--- src/rtl/control_alarma.sv ---
// Alarm sequencer: stores alarm time, edits it in set mode, rings/snoozes on match.
// Latency: trigger edge or button pulse to state/output change is one clk.
// Backpressure: none; button and tick pulses are consumed in the cycle they arrive.
module control_alarma #(
   parameter int HORA_MAX   = 12,
   parameter int T_SONAR    = 60,
   parameter int T_POSPONER = 300,
   parameter int CNT_W      = 9
) (
   input  logic       clk,
   input  logic       reset,
   input  logic       tick_1hz,
   input  logic       habilitada,
   input  logic       btn_ajuste,
   input  logic       btn_hora,
   input  logic       btn_min,
   input  logic       btn_posponer,
   input  logic       btn_apagar,
   input  logic [3:0] uminuto,
   input  logic [3:0] dminuto,
   input  logic [3:0] horas,
   output logic [3:0] umin,
   output logic [3:0] dmin,
   output logic [3:0] hora,
   output logic       alarm,
   output logic       zumbador,
   output logic       modo_ajuste,
   output logic       pospuesto
);

   typedef enum logic [1:0] {IDLE, AJUSTE, SONANDO, POSPUESTO} state_t;

   state_t             state, state_nxt;
   logic [CNT_W-1:0]   counter, counter_nxt;
   logic               beep, beep_nxt;
   logic               match_prev;
   logic [3:0]         hora_nxt, dmin_nxt, umin_nxt;
   logic               match, disparo;

   // Rising edge of the time match, qualified by the enable switch.
   assign match   = (umin == uminuto) && (dmin == dminuto) && (hora == horas);
   assign disparo = match && !match_prev && habilitada;

   // State and data registers; match_prev tracks match in every state.
   always_ff @(posedge clk) begin
      if (reset) begin
         state      <= IDLE;
         counter    <= '0;
         beep       <= 1'b1;
         match_prev <= 1'b0;
         hora       <= 4'(HORA_MAX);
         dmin       <= 4'd0;
         umin       <= 4'd0;
      end else begin
         state      <= state_nxt;
         counter    <= counter_nxt;
         beep       <= beep_nxt;
         match_prev <= match;
         hora       <= hora_nxt;
         dmin       <= dmin_nxt;
         umin       <= umin_nxt;
      end
   end

   // Next-state, counter, beep and alarm-time edit logic.
   always_comb begin
      state_nxt   = state;
      counter_nxt = counter;
      beep_nxt    = beep;
      hora_nxt    = hora;
      dmin_nxt    = dmin;
      umin_nxt    = umin;
      case (state)
         IDLE: begin
            if (btn_ajuste) begin
               state_nxt = AJUSTE;
            end else if (disparo) begin
               state_nxt   = SONANDO;
               counter_nxt = '0;
               beep_nxt    = 1'b1;
            end
         end
         AJUSTE: begin
            if (btn_hora) begin
               hora_nxt = (hora == 4'(HORA_MAX)) ? 4'd1 : hora + 4'd1;
            end
            if (btn_min) begin
               if (umin == 4'd9) begin
                  umin_nxt = 4'd0;
                  dmin_nxt = (dmin == 4'd5) ? 4'd0 : dmin + 4'd1;
               end else begin
                  umin_nxt = umin + 4'd1;
               end
            end
            if (btn_ajuste) begin
               state_nxt = IDLE;
            end
         end
         SONANDO: begin
            if (btn_apagar || !habilitada) begin
               state_nxt = IDLE;
            end else if (btn_posponer) begin
               state_nxt   = POSPUESTO;
               counter_nxt = '0;
            end else if (tick_1hz) begin
               if (counter == CNT_W'(T_SONAR - 1)) begin
                  state_nxt = IDLE;
               end else begin
                  counter_nxt = counter + 1'b1;
                  beep_nxt    = !beep;
               end
            end
         end
         POSPUESTO: begin
            if (btn_apagar || !habilitada) begin
               state_nxt = IDLE;
            end else if (tick_1hz) begin
               if (counter == CNT_W'(T_POSPONER - 1)) begin
                  state_nxt   = SONANDO;
                  counter_nxt = '0;
                  beep_nxt    = 1'b1;
               end else begin
                  counter_nxt = counter + 1'b1;
               end
            end
         end
         default: state_nxt = IDLE;
      endcase
   end

   // Status outputs decoded from registered state only.
   assign alarm       = (state == SONANDO);
   assign zumbador    = alarm && beep;
   assign modo_ajuste = (state == AJUSTE);
   assign pospuesto   = (state == POSPUESTO);

endmodule

--- config.mk ---
export PLATFORM = sky130hd
export DESIGN_NAME = control_alarma
export DESIGN_NICKNAME = d
export VERILOG_FILES = /design/src/rtl/control_alarma.sv
export SDC_FILE = /design/constraint.sdc
export NUM_CORES = 1
export LEC_CHECK = 0
export ABC_CLOCK_PERIOD_IN_PS = 1600
export CORE_MARGIN = 5
export CORE_UTILIZATION = 27
export CTS_CLUSTER_SIZE = 28
export DETAILED_ROUTE_END_ITERATION = 8
export GPL_ROUTABILITY_DRIVEN = 0
export PLACE_DENSITY_LB_ADDON = 0.2
export SLEW_MARGIN = 30
export SYNTH_ARGS = -nofsm -noshare
export SYNTH_HDL_FRONTEND = slang
export SYNTH_SLANG_ARGS = --single-unit
--- constraint.sdc ---
create_clock -name clk -period 1.6 [get_ports clk]
set_input_delay 0.32 -clock clk [delete_from_list [all_inputs] [get_ports clk]]
set_output_delay 0.32 -clock clk [all_outputs]
set_load 0.01 [all_outputs]
# Word-level counts from Yosys, hierarchy flattened
# Cells that the tools add are included.
classes:
  add_sub_neg: 4
  n_eq_ne: 28
  n_mux: 34
  reduce_logical: 17
op_table:
  columns: ["operator", "count"]
  rows:
  - ["2-to-1 mux 9 bit", 9]
  - ["case mux 9 bit (3 select lines)", 1]
  - ["2-to-1 mux 2 bit", 10]
  - ["!= test 2 bit (second input constant)", 9]
  - ["adder 4 x 1 -> 4 bit (second input constant)", 3]
  - ["== test 4 bit", 3]
  - ["2-to-1 mux 4 bit", 3]
  - ["AND reduction 10 bit", 1]
  - ["adder 9 x 1 -> 9 bit (second input constant)", 1]
  - ["== test 9 x 6 -> 1 bit (second input constant)", 1]
  - ["== test 9 bit (second input constant)", 1]
  - ["2-to-1 mux 1 bit", 9]
  - ["!= test 3 bit (second input constant)", 3]
  - ["== test 4 bit (second input constant)", 2]
  - ["case mux 2 bit (4 select lines)", 1]
  - ["AND reduction 8 bit", 1]
  - ["AND reduction 6 bit", 1]
  - ["logical AND 1 bit", 5]
  - ["== test 2 bit (second input constant)", 2]
  - ["== test 4 x 3 -> 1 bit (second input constant)", 1]
  - ["!= test 4 x 2 -> 1 bit (second input constant)", 1]
  - ["!= test 4 x 3 -> 1 bit (second input constant)", 1]
  - ["AND reduction 2 bit", 2]
  - ["zero test 1 bit", 3]
  - ["other kinds (9)", 9]
word_totals:
  regBits: 25
  input_bits: 21
  out_inout_bits: 16
  word_cells: 90

# Logic depth before layout (Yosys ltp)
# Gate-level depths: netlist of run 1.
depth:
  ltp_word: 8
  ltp_mapped: 7
  depth_no_buf: 6

# Least setup slack after synthesis of run 1
# Ideal clock, no wire load.
synth_timing:
  path_type: "reg2reg"
  from: "register umin[1]"
  to: "register counter[2]"
  setup_ns: 0.088
  arrival_ns: 1.675
  required_ns: 1.512
  setup_slack_ns: -0.164
  stages_incl_launch_ff: 7
  path_buffers: 1
  synth_period_minus_slack_ns: 1.764
  cell_sequence: "dfxtp_1 buf_6 xor2_1 nor4_2 nand4_1 a221o_2 o32ai_2"
synth_between:
  elab_chain_cells: 7
synth_lines:
  columns: ["item", "line_no", "text"]
  rows:
  - ["start: declaration", "22", "output logic [3:0] umin,"]
  - ["start signal: assignment", "61", "umin <= umin_nxt;"]
  - ["== test 4 bit", "41", "assign match = (umin == uminuto) && (dmin == dminuto) && (hora == horas);"]
  - ["logical AND 1 bit (2 in a row)", "41", null]
  - ["logical AND 1 bit (2 in a row)", "42", "assign disparo = match && !match_prev && habilitada;"]
  - ["!= test 2 bit (no line)", null, null]
  - ["AND reduction 8 bit (no line)", null, null]
  - ["end signal: assignment", "56", "counter <= counter_nxt;"]
  - ["end: declaration", "34", "logic [CNT_W-1:0] counter, counter_nxt;"]
# Every way passes these cells.
# A chain may end at the register's enable or synchronous reset.

# Worst setup path in the final report of run 1
layout_timing:
  from: "register hora[0]"
  to: "register counter[3]"
layout_between:
  elab_chain_cells: 6
layout_lines:
  columns: ["item", "line_no", "text"]
  rows:
  - ["start: declaration", "24", "output logic [3:0] hora,"]
  - ["start signal: assignment", "51", "hora <= 4'(HORA_MAX);"]
  - ["start signal: assignment", "59", "hora <= hora_nxt;"]
  - ["== test 4 bit", "41", null]
  - ["logical AND 1 bit", "41", null]
  - ["logical AND 1 bit (2 in a row)", "42", null]
  - ["!= test 2 bit (no line)", null, null]
  - ["AND reduction 8 bit (no line)", null, null]
# Every way passes these cells.

==> metrics.cfg, run 1 <==
[status]
status=finished, violations left
violations=setup timing

[layout]
utilization_pct=48.3
multiInputGateArea_sq_um=1200
seqCellArea_sq_um=523
fin_nets=319
fin_cells=369
syn_to_final_growth_pct=76.5
mostFrequentLayoutCell=buf_4
drive_gt1_share_pct=42.2
diodes=0
fillCellCount=590
layout_common_cells=60 x buf_4, 22 x dlygate4sd2_1, 14 x inv_1, 14 x nand2_1

[power_and_ir_drop]
powerDensity_nw_per_um2=465
power.leakage_nw=1.18
ir_drop_v=0.000321

[synth]
synth.distinct_cells=47
yosysSeqAreaShare_pct=31.4
syn_inst=195
synth_area_per_cell_sq_um=8.17
synth_area_leaders=dfxtp_1 31%, xor2_1 7.7%, a21oi_1 4.1%, nand2_1 3.5%, a211oi_1 3.3%
yosys_warnings=0
yosys.area.top_type_share_pct=31.4
syn_area_sq_um=1590
synth_top_area_cell=dfxtp_1
syn_nets=219
ys_ff_latch=25

[global_route]
grt_overflow=0
antenna_found_initial=0
grt_pass1_wl_um=8250
grt_pass1_vias=1715
gr-usage-all-layers_pct=13.7
grt_start_max_net_pins=23

[routing]
drtIter0Drc=83
routed_wirelength_um=5240
drc_errors=0
via_count=1788
detail_route.wl_per_cell_um=14.2
vias_per_cell=4.85
first_pass_iters=4
ant_nets=0

[critical_path]
cp.required_ns=1.76
crit_path_end_kind=flip-flop
critical_path_arrival_ns=2.06
r2r_end=counter[3]$_SDFFE_PP0P_
critPathKind=reg2reg
r2r-start=hora[0]$_SDFFE_PP0P_
ff2ff_path_depth=6
startpoint=hora[0]$_SDFFE_PP0P_
cp-endpoint=counter[3]$_SDFFE_PP0P_
cp-start-kind=flip-flop
regToRegSetupSlack_ns=-0.30
critPathMaxFanout=10

[place]
pre_cts_slack_ns=-0.694
hpwl_um=3800
numPortBuffers=36
placed_cells=351

[floorplanning]
die_area_sq_um=7540
die_width_um=86.8
io_pins=37
core.rowCount=28
core-area_sq_um=5820
die_y_um=86.8
initial_utilization_pct=27.4

[timing]
final_hold_viol_count=0
setup_slack_ns=-0.301
relSlewSlack_pct=74.8
min_period_ns=1.90
grt_setup_unrepaired=true
fmax_mhz=526
drv_slew=0
tightest_slew_ns=0.377
setup_viol=11
holdWs_ns=0.530
period_share_pct=119
finalClockSkew_ns=0.00899
fin_tns_setup_ns=-2.40

[clock_tree]
cts_buffers=3
cts.clk_slew.worst_paths_ns=0.11
clockBufferDepth=2
cts_sinks=25
htree_levels=1
cts_tree=built
worst_skew_pair.late_latency_ns=0.28
clockRootBuffer=clkbuf_8

[job]
maxCapViolCount=0

[min_path]
hold_class=in2reg

==> where the power goes <==
part	internal (mW)	switching (mW)	total (mW)
clock	0.177	0.231	0.408
combinational	0.137	0.118	0.256
sequential	0.633	0.00976	0.643
total	0.947	0.360	1.31
==> layer usage <==
metal | vias up | wire [um] | track usage [%] | share of wire [%]
met4 | 0 | 82 | 5.24 | 1.6
li1 | 913 | - | - | -
met3 | 6 | 174 | 1.43 | 3.3
met2 | 30 | 2550 | 22.3 | 49
met1 | 839 | 2430 | 18.6 | 46
met5 | - | 0 | 0 | 0
==> cells in the mapped netlist, drive strengths merged <==
cell type / count
nand2: 15
o32ai: 7
mux2i: 3
nor2: 14
a311oi: 1
xor2: 14
buf: 5
nand3: 6
o21ai: 6
dfxtp: 25
o41ai: 2
ha: 3
nor3b: 2
nor2b: 6
o211ai: 1
a21o: 1
nor3: 4
o2bb2ai: 1
a221oi: 2
or3: 2
nand2b: 6
clkbuf: 4
and3: 2
a31oi: 2
inv: 14
or2: 1
nand4b: 1
a211oi: 7
o311a: 1
o21a: 1
xnor2: 3
o311ai: 1
nand4bb: 1
nor4: 5
a21oi: 13
and2: 3
nand4: 5
o31ai: 1
or4b: 1
a221o: 1
a32oi: 2
==> critical path, stage by stage, from the launching register on <==
cell and delay, ns:
dfxtp_4 0.37, xor2_1 0.16, nor4_2 0.35, nand4_1 0.22
buf_6 0.21, a221oi_1 0.36, o32ai_2 0.11
==> logic make-up after synthesis <==
logic type      after synthesis  synth area share [%]
buf+inv                      23                  6.28
mux                           3                  1.89
fa+ha+maj                     3                  2.36
flops                        25                  31.4
xor+xnor                     17                  9.35
compound gates               50                  23.7
simple gates                 74                  25.0
==> stage by stage <==
stage	cell area [sq um]	total power, mW
floorplan	1650	0.756
global placement	2470	0.902
detailed placement	2470	0.903
CTS	2670	1.31
global route	2810	1.37
finish	2810	1.31
==> how the worst min path moves through the flow <==
stage               slack (ns)  cells past startpoint                   end         startpoint
global placement          0.51                      2     beep$_SDFFE_PP1P_  beep$_SDFFE_PP1P_
finish                    0.53                      5  umin[0]$_SDFFE_PP0P_            btn_min
detailed placement        0.53                      2     beep$_SDFFE_PP1P_  beep$_SDFFE_PP1P_
CTS                       0.55                      2     beep$_SDFFE_PP1P_  beep$_SDFFE_PP1P_
global route              0.58                      5  umin[0]$_SDFFE_PP0P_            btn_min
floorplan                 0.49                      2     beep$_SDFFE_PP1P_  beep$_SDFFE_PP1P_
==> sequential cells by signal (all words and copies together) (netlist names) <==
register	cells
counter	9
hora	4
dmin	4
beep	1
match_prev	1
umin	4
state	2
==> repair_timing <==
action,CTS,global route
pin swaps,13,21
hold buffers,0,0
endpoints found under the setup margin,28,20
buffers inserted,12,6
resized for setup,53,28
==> area by class of cell <==
type / count / share of cell area (%)
Tap cell: 75 / 3.34
Timing Repair Buffer: 104 / 31.8
Clock inverter: 1 / 0.267
Sequential cell: 25 / 18.6
Multi-Input combinational cell: 147 / 42.6
Clock buffer: 3 / 1.47
Inverter: 14 / 1.87
Note: power is estimated with default switching activity, not from simulation.
==> run 2, diff against run 1 <==
HOLD_SLACK_MARGIN = 0.06   (was unset)
TNS_END_PERCENT = 10   (was unset)
==> run 2 against run 1 <==
Critical path type unchanged. The run still ends with setup timing left. Highest routed layer unchanged. Critical path depth down 1. Power fell by 0.28%. Sequential share of layout area grew 0.52 points.
==> metrics.cfg, run 2 (synthesized netlist as in run 1, its figures left out) <==
[layout]
syn_to_final_growth_pct=70.5  ; was 76.5%
diodes=0  ; unchanged
largest_reg_flops=9  ; unchanged
largest-register=counter  ; unchanged
postLayoutCellArea_sq_um=2720  ; was 2810 sq um
drive_gt1_share_pct=37.2  ; was 42.2%
utilization_pct=46.7  ; was 48.3%
layout_common_cells=63 x buf_4, 23 x dlygate4sd2_1, 16 x dfxtp_1  ; was 60 x buf_4, 22 x dlygate4sd2_1, 14 x inv_1, 14 x nand2_1
fin_nets=321  ; was 319
fillCellCount=603  ; was 590
mostFrequentLayoutCell=buf_4  ; unchanged

[timing]
setup_viol=12  ; was 11
min_period_ns=1.83  ; was 1.90 ns
setup_slack_ns=-0.233  ; was -0.301 ns
relSlewSlack_pct=73.9  ; was 74.8%
period_share_pct=115  ; was 119%
drv_slew=0  ; unchanged
final_hold_viol_count=0  ; unchanged
finalClockSkew_ns=0.00284  ; was 0.00899 ns
fmax_mhz=546  ; was 526 MHz
grt_setup_unrepaired=true  ; unchanged
fin_tns_setup_ns=-1.89  ; was -2.40 ns
tightest_slew_ns=0.389  ; was 0.377 ns

[floorplanning]
io_pins=37  ; unchanged
initial_utilization_pct=27.4  ; unchanged
core.rowCount=28  ; unchanged
die_area_sq_um=7540  ; unchanged
core-area_sq_um=5820  ; unchanged
die_y_um=86.8  ; unchanged
die_width_um=86.8  ; unchanged

[min_path]
holdCritStartpoint=beep$_SDFFE_PP1P_  ; was btn_min
hold_end=beep$_SDFFE_PP1P_  ; was umin[0]$_SDFFE_PP0P_
holdPathStages=2  ; was 5
hold_class=reg2reg  ; was in2reg

[global_route]
grt_pass1_vias=1777  ; was 1715
grt_overflow=0  ; unchanged
grt_pass1_wl_um=8150  ; was 8250 um
antenna_found_initial=0  ; unchanged
gr-usage-all-layers_pct=13.5  ; was 13.7%
grt_start_max_net_pins=15  ; was 23

[power_and_ir_drop]
powerDensity_nw_per_um2=480  ; was 465 nW/um^2
ir_drop_v=0.000356  ; was 0.000321 V
power.leakage_nw=1.15  ; was 1.18 nW

[clock_tree]
cts.clk_slew.worst_paths_ns=0.09  ; was 0.11 ns
worst_skew_pair.late_latency_ns=0.27  ; was 0.28 ns
cts_buffers=3  ; unchanged
cts_tree=built  ; unchanged
htree_levels=1  ; unchanged
clockRootBuffer=clkbuf_8  ; unchanged
clockBufferDepth=2  ; unchanged
cts_sinks=25  ; unchanged

[critical_path]
critical_path.slowest_cell=a221o_2  ; was dfxtp_4
ff2ff_path_depth=5  ; was 6
slowest_delay_ns=0.49  ; was 0.37 ns
critPathKind=reg2reg  ; unchanged
critPathMaxFanout=8  ; was 10
cp.required_ns=1.80  ; was 1.76 ns
critical_path_arrival_ns=2.03  ; was 2.06 ns
regToRegSetupSlack_ns=-0.23  ; was -0.30 ns
cp-start-kind=flip-flop  ; unchanged
path_cells=xor2_2 -> nor4_2 -> nand4_1 -> a221o_2 -> o32ai_2  ; was xor2_1 -> nor4_2 -> nand4_1 -> buf_6 -> a221oi_1 -> o32ai_2
crit_path_end_kind=flip-flop  ; unchanged
r2r-start=hora[0]$_SDFFE_PP0P_  ; unchanged
r2r_end=counter[2]$_SDFFE_PP0P_  ; was counter[3]$_SDFFE_PP0P_

[routing]
routed_wirelength_um=4960  ; was 5240 um
detail_route.wl_per_cell_um=13.4  ; was 14.2 um
first_pass_iters=4  ; unchanged
wl_met3_um=204  ; was 174 um
via_count=1772  ; was 1788
drc_errors=0  ; unchanged
met2_length_um=2430  ; was 2550 um
drtIter0Drc=56  ; was 83
vias_per_cell=4.78  ; was 4.85
highest_layer=met4  ; unchanged
ant_nets=0  ; unchanged
m1WireLength_um=2280  ; was 2430 um

[job]
maxCapViolCount=0  ; unchanged

[place]
dpl_cell_area_sq_um=2460  ; was 2470 sq um
hpwl_um=3730  ; was 3800 um
numPortBuffers=36  ; unchanged
pre_cts_slack_ns=-0.682  ; was -0.694 ns

[status]
status=finished, violations left  ; unchanged
violations=setup timing  ; unchanged

-- run 2: routing by layer --
metal	up-vias	global-route usage, %
li1	915	-
met5	-	0
met4	0	3.12
met2	27	23.1
met3	4	3.23
met1	826	16.9
-- run 2: power breakdown --
part / internal, mW / switching, mW
Clock: 0.179 / 0.223
Combinational: 0.141 / 0.115
Sequential: 0.632 / 0.0127
-- run 2: cell type report --
type | instances | area, sq um | share of cell area [%]
Multi-Input combinational cell | 147 | 1110 | 41.1
Timing Repair Buffer | 106 | 890 | 32.8
Sequential cell | 25 | 519 | 19.1
Tap cell | 75 | 93.8 | 3.46
Inverter | 14 | 52.6 | 1.94
Clock buffer | 4 | 45.0 | 1.66
-- run 2: metrics by stage --
step,cells,total power [mW],hold WS (ns)
2_1_floorplan,195,0.755,0.458
3_3_place_gp,356,0.899,0.507
3_5_place_dp,356,0.898,0.516
4_1_cts,368,1.30,0.528
5_1_grt,371,1.37,0.577
6_report,371,1.30,0.527
-- run 2: how the worst max path moves through the flow --
stage | from | end | slack [ns] | cells past startpoint
2_1_floorplan | hora[0]$_SDFFE_PP0P_ | counter[2]$_SDFFE_PP0P_ | -0.08 | 5
3_3_place_gp | horas[1] | counter[3]$_SDFFE_PP0P_ | -0.65 | 7
3_5_place_dp | dminuto[2] | counter[2]$_SDFFE_PP0P_ | -0.68 | 6
4_1_cts | umin[1]$_SDFFE_PP0P_ | counter[2]$_SDFFE_PP0P_ | -0.33 | 5
5_1_grt | hora[1]$_SDFFE_PP0P_ | counter[2]$_SDFFE_PP0P_ | -0.34 | 5
6_report | hora[0]$_SDFFE_PP0P_ | counter[2]$_SDFFE_PP0P_ | -0.23 | 5
-- run 2: worst max-delay path, delay by kind of cell (launching register included) --
kind | cells | cell delay, ns
AO/OA/AOI/OAI | 2 | 0.70
AND/OR/NAND/NOR | 2 | 0.53
flip-flops | 1 | 0.36
XOR/XNOR | 1 | 0.17
-- run 2: repair_timing --
action / 4_1_cts / 5_1_grt
buffers inserted: 8 / 4
pin swaps: 8 / 13
resized for setup: 41 / 27
endpoints found under the setup margin: 29 / 20
hold buffers: 0 / 0
==> run 3, diff against run 2 <==
ABC_CLOCK_PERIOD_IN_PS = 2200   (was 1600)
clock period = 2.2 ns   (was 1.6 ns; I/O delays follow)
==> run 3 against run 2 <==
Final area decreased by 18%. Via count is 9.4% lower. Die area did not move. Highest routed layer unchanged. Non-clock buffer count fell by 47. Cell count fell by 13%. Worst setup slack improved by 0.31 ns. Power down 29%. Global-route usage fell by 1.6 points. Clock power shrank 27%. Register-to-register slack better by 0.49 ns. The run now ends clean.
==> metrics.cfg, run 3 (synthesized netlist as in run 1, its figures left out) <==
[floorplanning]
die_area_sq_um=7540  ; unchanged
die_y_um=86.8  ; unchanged
initial_utilization_pct=27.4  ; unchanged
core.rowCount=28  ; unchanged
io_pins=37  ; unchanged
core-area_sq_um=5820  ; unchanged
die_width_um=86.8  ; unchanged

[critical_path]
critical_path_buf_inv_count=1  ; was 0
crit_path_end_kind=primary output  ; was flip-flop
path_cells=nor2b_1 -> and2_1 -> clkdlybuf4s50_1  ; was xor2_2 -> nor4_2 -> nand4_1 -> a221o_2 -> o32ai_2
critPathMaxFanout=8  ; unchanged
cp_top_family=buffers and inverters  ; was compound AO/OA/AOI/OAI gates
critical_path_arrival_ns=1.68  ; was 2.03 ns
cp.required_ns=1.76  ; was 1.80 ns
critical_path.slowest_cell=clkdlybuf4s50_1  ; was a221o_2
critPathKind=reg2out  ; was reg2reg
slowest_delay_ns=0.53  ; was 0.49 ns
cp-start-kind=flip-flop  ; unchanged

[layout]
syn_to_final_growth_pct=40.2  ; was 70.5%
drive_gt1_share_pct=13.7  ; was 37.2%
fin_cells=324  ; was 371
largest_reg_flops=9  ; unchanged
multiInputGateArea_sq_um=1000  ; was 1110 sq um
fin_nets=274  ; was 321
fillCellCount=623  ; was 603
utilization_pct=38.4  ; was 46.7%
seqCellArea_sq_um=500  ; was 519 sq um
layout_common_cells=36 x clkdlybuf4s50_1, 25 x dfxtp_1, 23 x buf_4  ; was 63 x buf_4, 23 x dlygate4sd2_1, 16 x dfxtp_1
diodes=0  ; unchanged
mostFrequentLayoutCell=clkdlybuf4s50_1  ; was buf_4
largest-register=counter  ; unchanged

[timing]
relSlewSlack_pct=64.7  ; was 73.9%
drv_slew=0  ; unchanged
final_hold_viol_count=0  ; unchanged
tightest_slew_ns=0.528  ; was 0.389 ns
period_share_pct=96.3
fmax_mhz=472
setup_viol=0  ; was 12
grt_setup_unrepaired=false  ; was true
holdWs_ns=0.492  ; was 0.527 ns
min_period_ns=2.12
finalClockSkew_ns=0.00365  ; was 0.00284 ns

[place]
hpwl_um=3440  ; was 3730 um
placed_cells=320  ; was 356
numPortBuffers=36  ; unchanged

[power_and_ir_drop]
powerDensity_nw_per_um2=412  ; was 480 nW/um^2
clock_power_share_pct=32.0  ; was 30.9%
seq_power_share_pct=51.5  ; was 49.5%
internal_power_mw=0.674  ; was 0.952 mW
power.switching_mw=0.246  ; was 0.351 mW
ir_drop_v=0.000260  ; was 0.000356 V
p_sw_share_pct=26.7  ; was 27.0%
power.leakage_nw=0.810  ; was 1.15 nW
combPwrFrac_pct=16.5  ; was 19.7%

[global_route]
grt_pass1_wl_um=7360  ; was 8150 um
grt_start_max_net_pins=16  ; was 15
antenna_found_initial=0  ; unchanged
gr-usage-all-layers_pct=11.9  ; was 13.5%
grt_overflow=0  ; unchanged
grt_pass1_vias=1498  ; was 1777

[routing]
m1WireLength_um=2230  ; was 2280 um
routed_wirelength_um=4480  ; was 4960 um
wl_met3_um=224  ; was 204 um
first_pass_iters=5  ; was 4
via_count=1606  ; was 1772
ant_nets=0  ; unchanged
detail_route.wl_per_cell_um=13.8  ; was 13.4 um
vias_per_cell=4.96  ; was 4.78
met2_length_um=1980  ; was 2430 um
drtIter0Drc=72  ; was 56
highest_layer=met4  ; unchanged
drc_errors=0  ; unchanged

[status]
status=completed  ; was finished, violations left

[job]
maxCapViolCount=0  ; unchanged

[clock_tree]
htree_levels=1  ; unchanged
cts.clk_slew.worst_paths_ns=0.10  ; was 0.09 ns
clockBufferDepth=2  ; unchanged
ctsHoldBuffers=0  ; unchanged
cts_sinks=25  ; unchanged
cts_buffers=3  ; unchanged
clockRootBuffer=clkbuf_8  ; unchanged
worst_skew_pair.late_latency_ns=0.28  ; was 0.27 ns
cts_tree=built  ; unchanged

[min_path]
hold_class=reg2reg  ; unchanged

[run 3: final timing paths]
check / cells past startpoint / slack (ns) / startpoint / end
max reg2reg: 6 / 0.26 / counter[0]$_SDFFE_PP0P_ / counter[4]$_SDFFE_PP0P_
max: 3 / 0.08 / state[0]$_SDFFE_PP0P_ / zumbador
min reg2reg: 2 / 0.49 / counter[1]$_SDFFE_PP0P_ / counter[1]$_SDFFE_PP0P_
min: 2 / 0.49 / counter[1]$_SDFFE_PP0P_ / counter[1]$_SDFFE_PP0P_
[run 3: final cells by class]
| class | count | share of cell area (%) |
|---|---|---|
| inverter | 14 | 2.35 |
| sequential | 25 | 22.4 |
| timing repair buffer | 59 | 23.9 |
| tap | 75 | 4.20 |
| multi-input combinational | 147 | 45.0 |
| clock buffer | 3 | 1.85 |
| clock inverter | 1 | 0.336 |
[run 3: per-layer routing]
metal,GRT usage (%),up-vias
li1,-,822
met1,17.0,739
met2,18.2,41
met3,2.19,4
met4,3.12,0
met5,0,-
[run 3: worst register-to-register path: stages (launching register included)]
cell and delay, ns:
dfxtp_1 0.38, ha_1 0.19, nand2b_1 0.17, o41ai_4 0.48, nand2_1 0.20, a221oi_1 0.30, o32ai_1 0.11
[run 3: stage by stage]
| step | power (mW) | setup TNS [ns] | area [sq um] | setup slack [ns] |
|---|---|---|---|---|
| 5_1_grt | 0.961 | 0 | 2230 | 0.0141 |
| 2_1_floorplan | 0.549 | 0 | 1590 | 0.420 |
| 6_report | 0.920 | 0 | 2230 | 0.0809 |
| 3_3_place_gp | 0.635 | -0.980 | 2170 | -0.173 |
| 3_5_place_dp | 0.634 | -1.07 | 2170 | -0.196 |
| 4_1_cts | 0.926 | 0 | 2220 | 0.0777 |
[run 3: what timing repair did]
| item | 4_1_cts | 5_1_grt |
|---|---|---|
| gates resized for setup | 0 | 2 |
| endpoints found under the setup margin | 0 | 1 |
| buffers inserted | 0 | 0 |
[run 3: power groups by stage]
| stage | registers (mW) | clock network [mW] | logic (mW) |
|---|---|---|---|
| finish | 0.474 | 0.294 | 0.152 |
| global route | 0.477 | 0.318 | 0.166 |
| CTS | 0.474 | 0.302 | 0.150 |
| detailed placement | 0.484 | 0 | 0.149 |
| global placement | 0.485 | 0 | 0.150 |
| floorplan | 0.484 | 0 | 0.0654 |
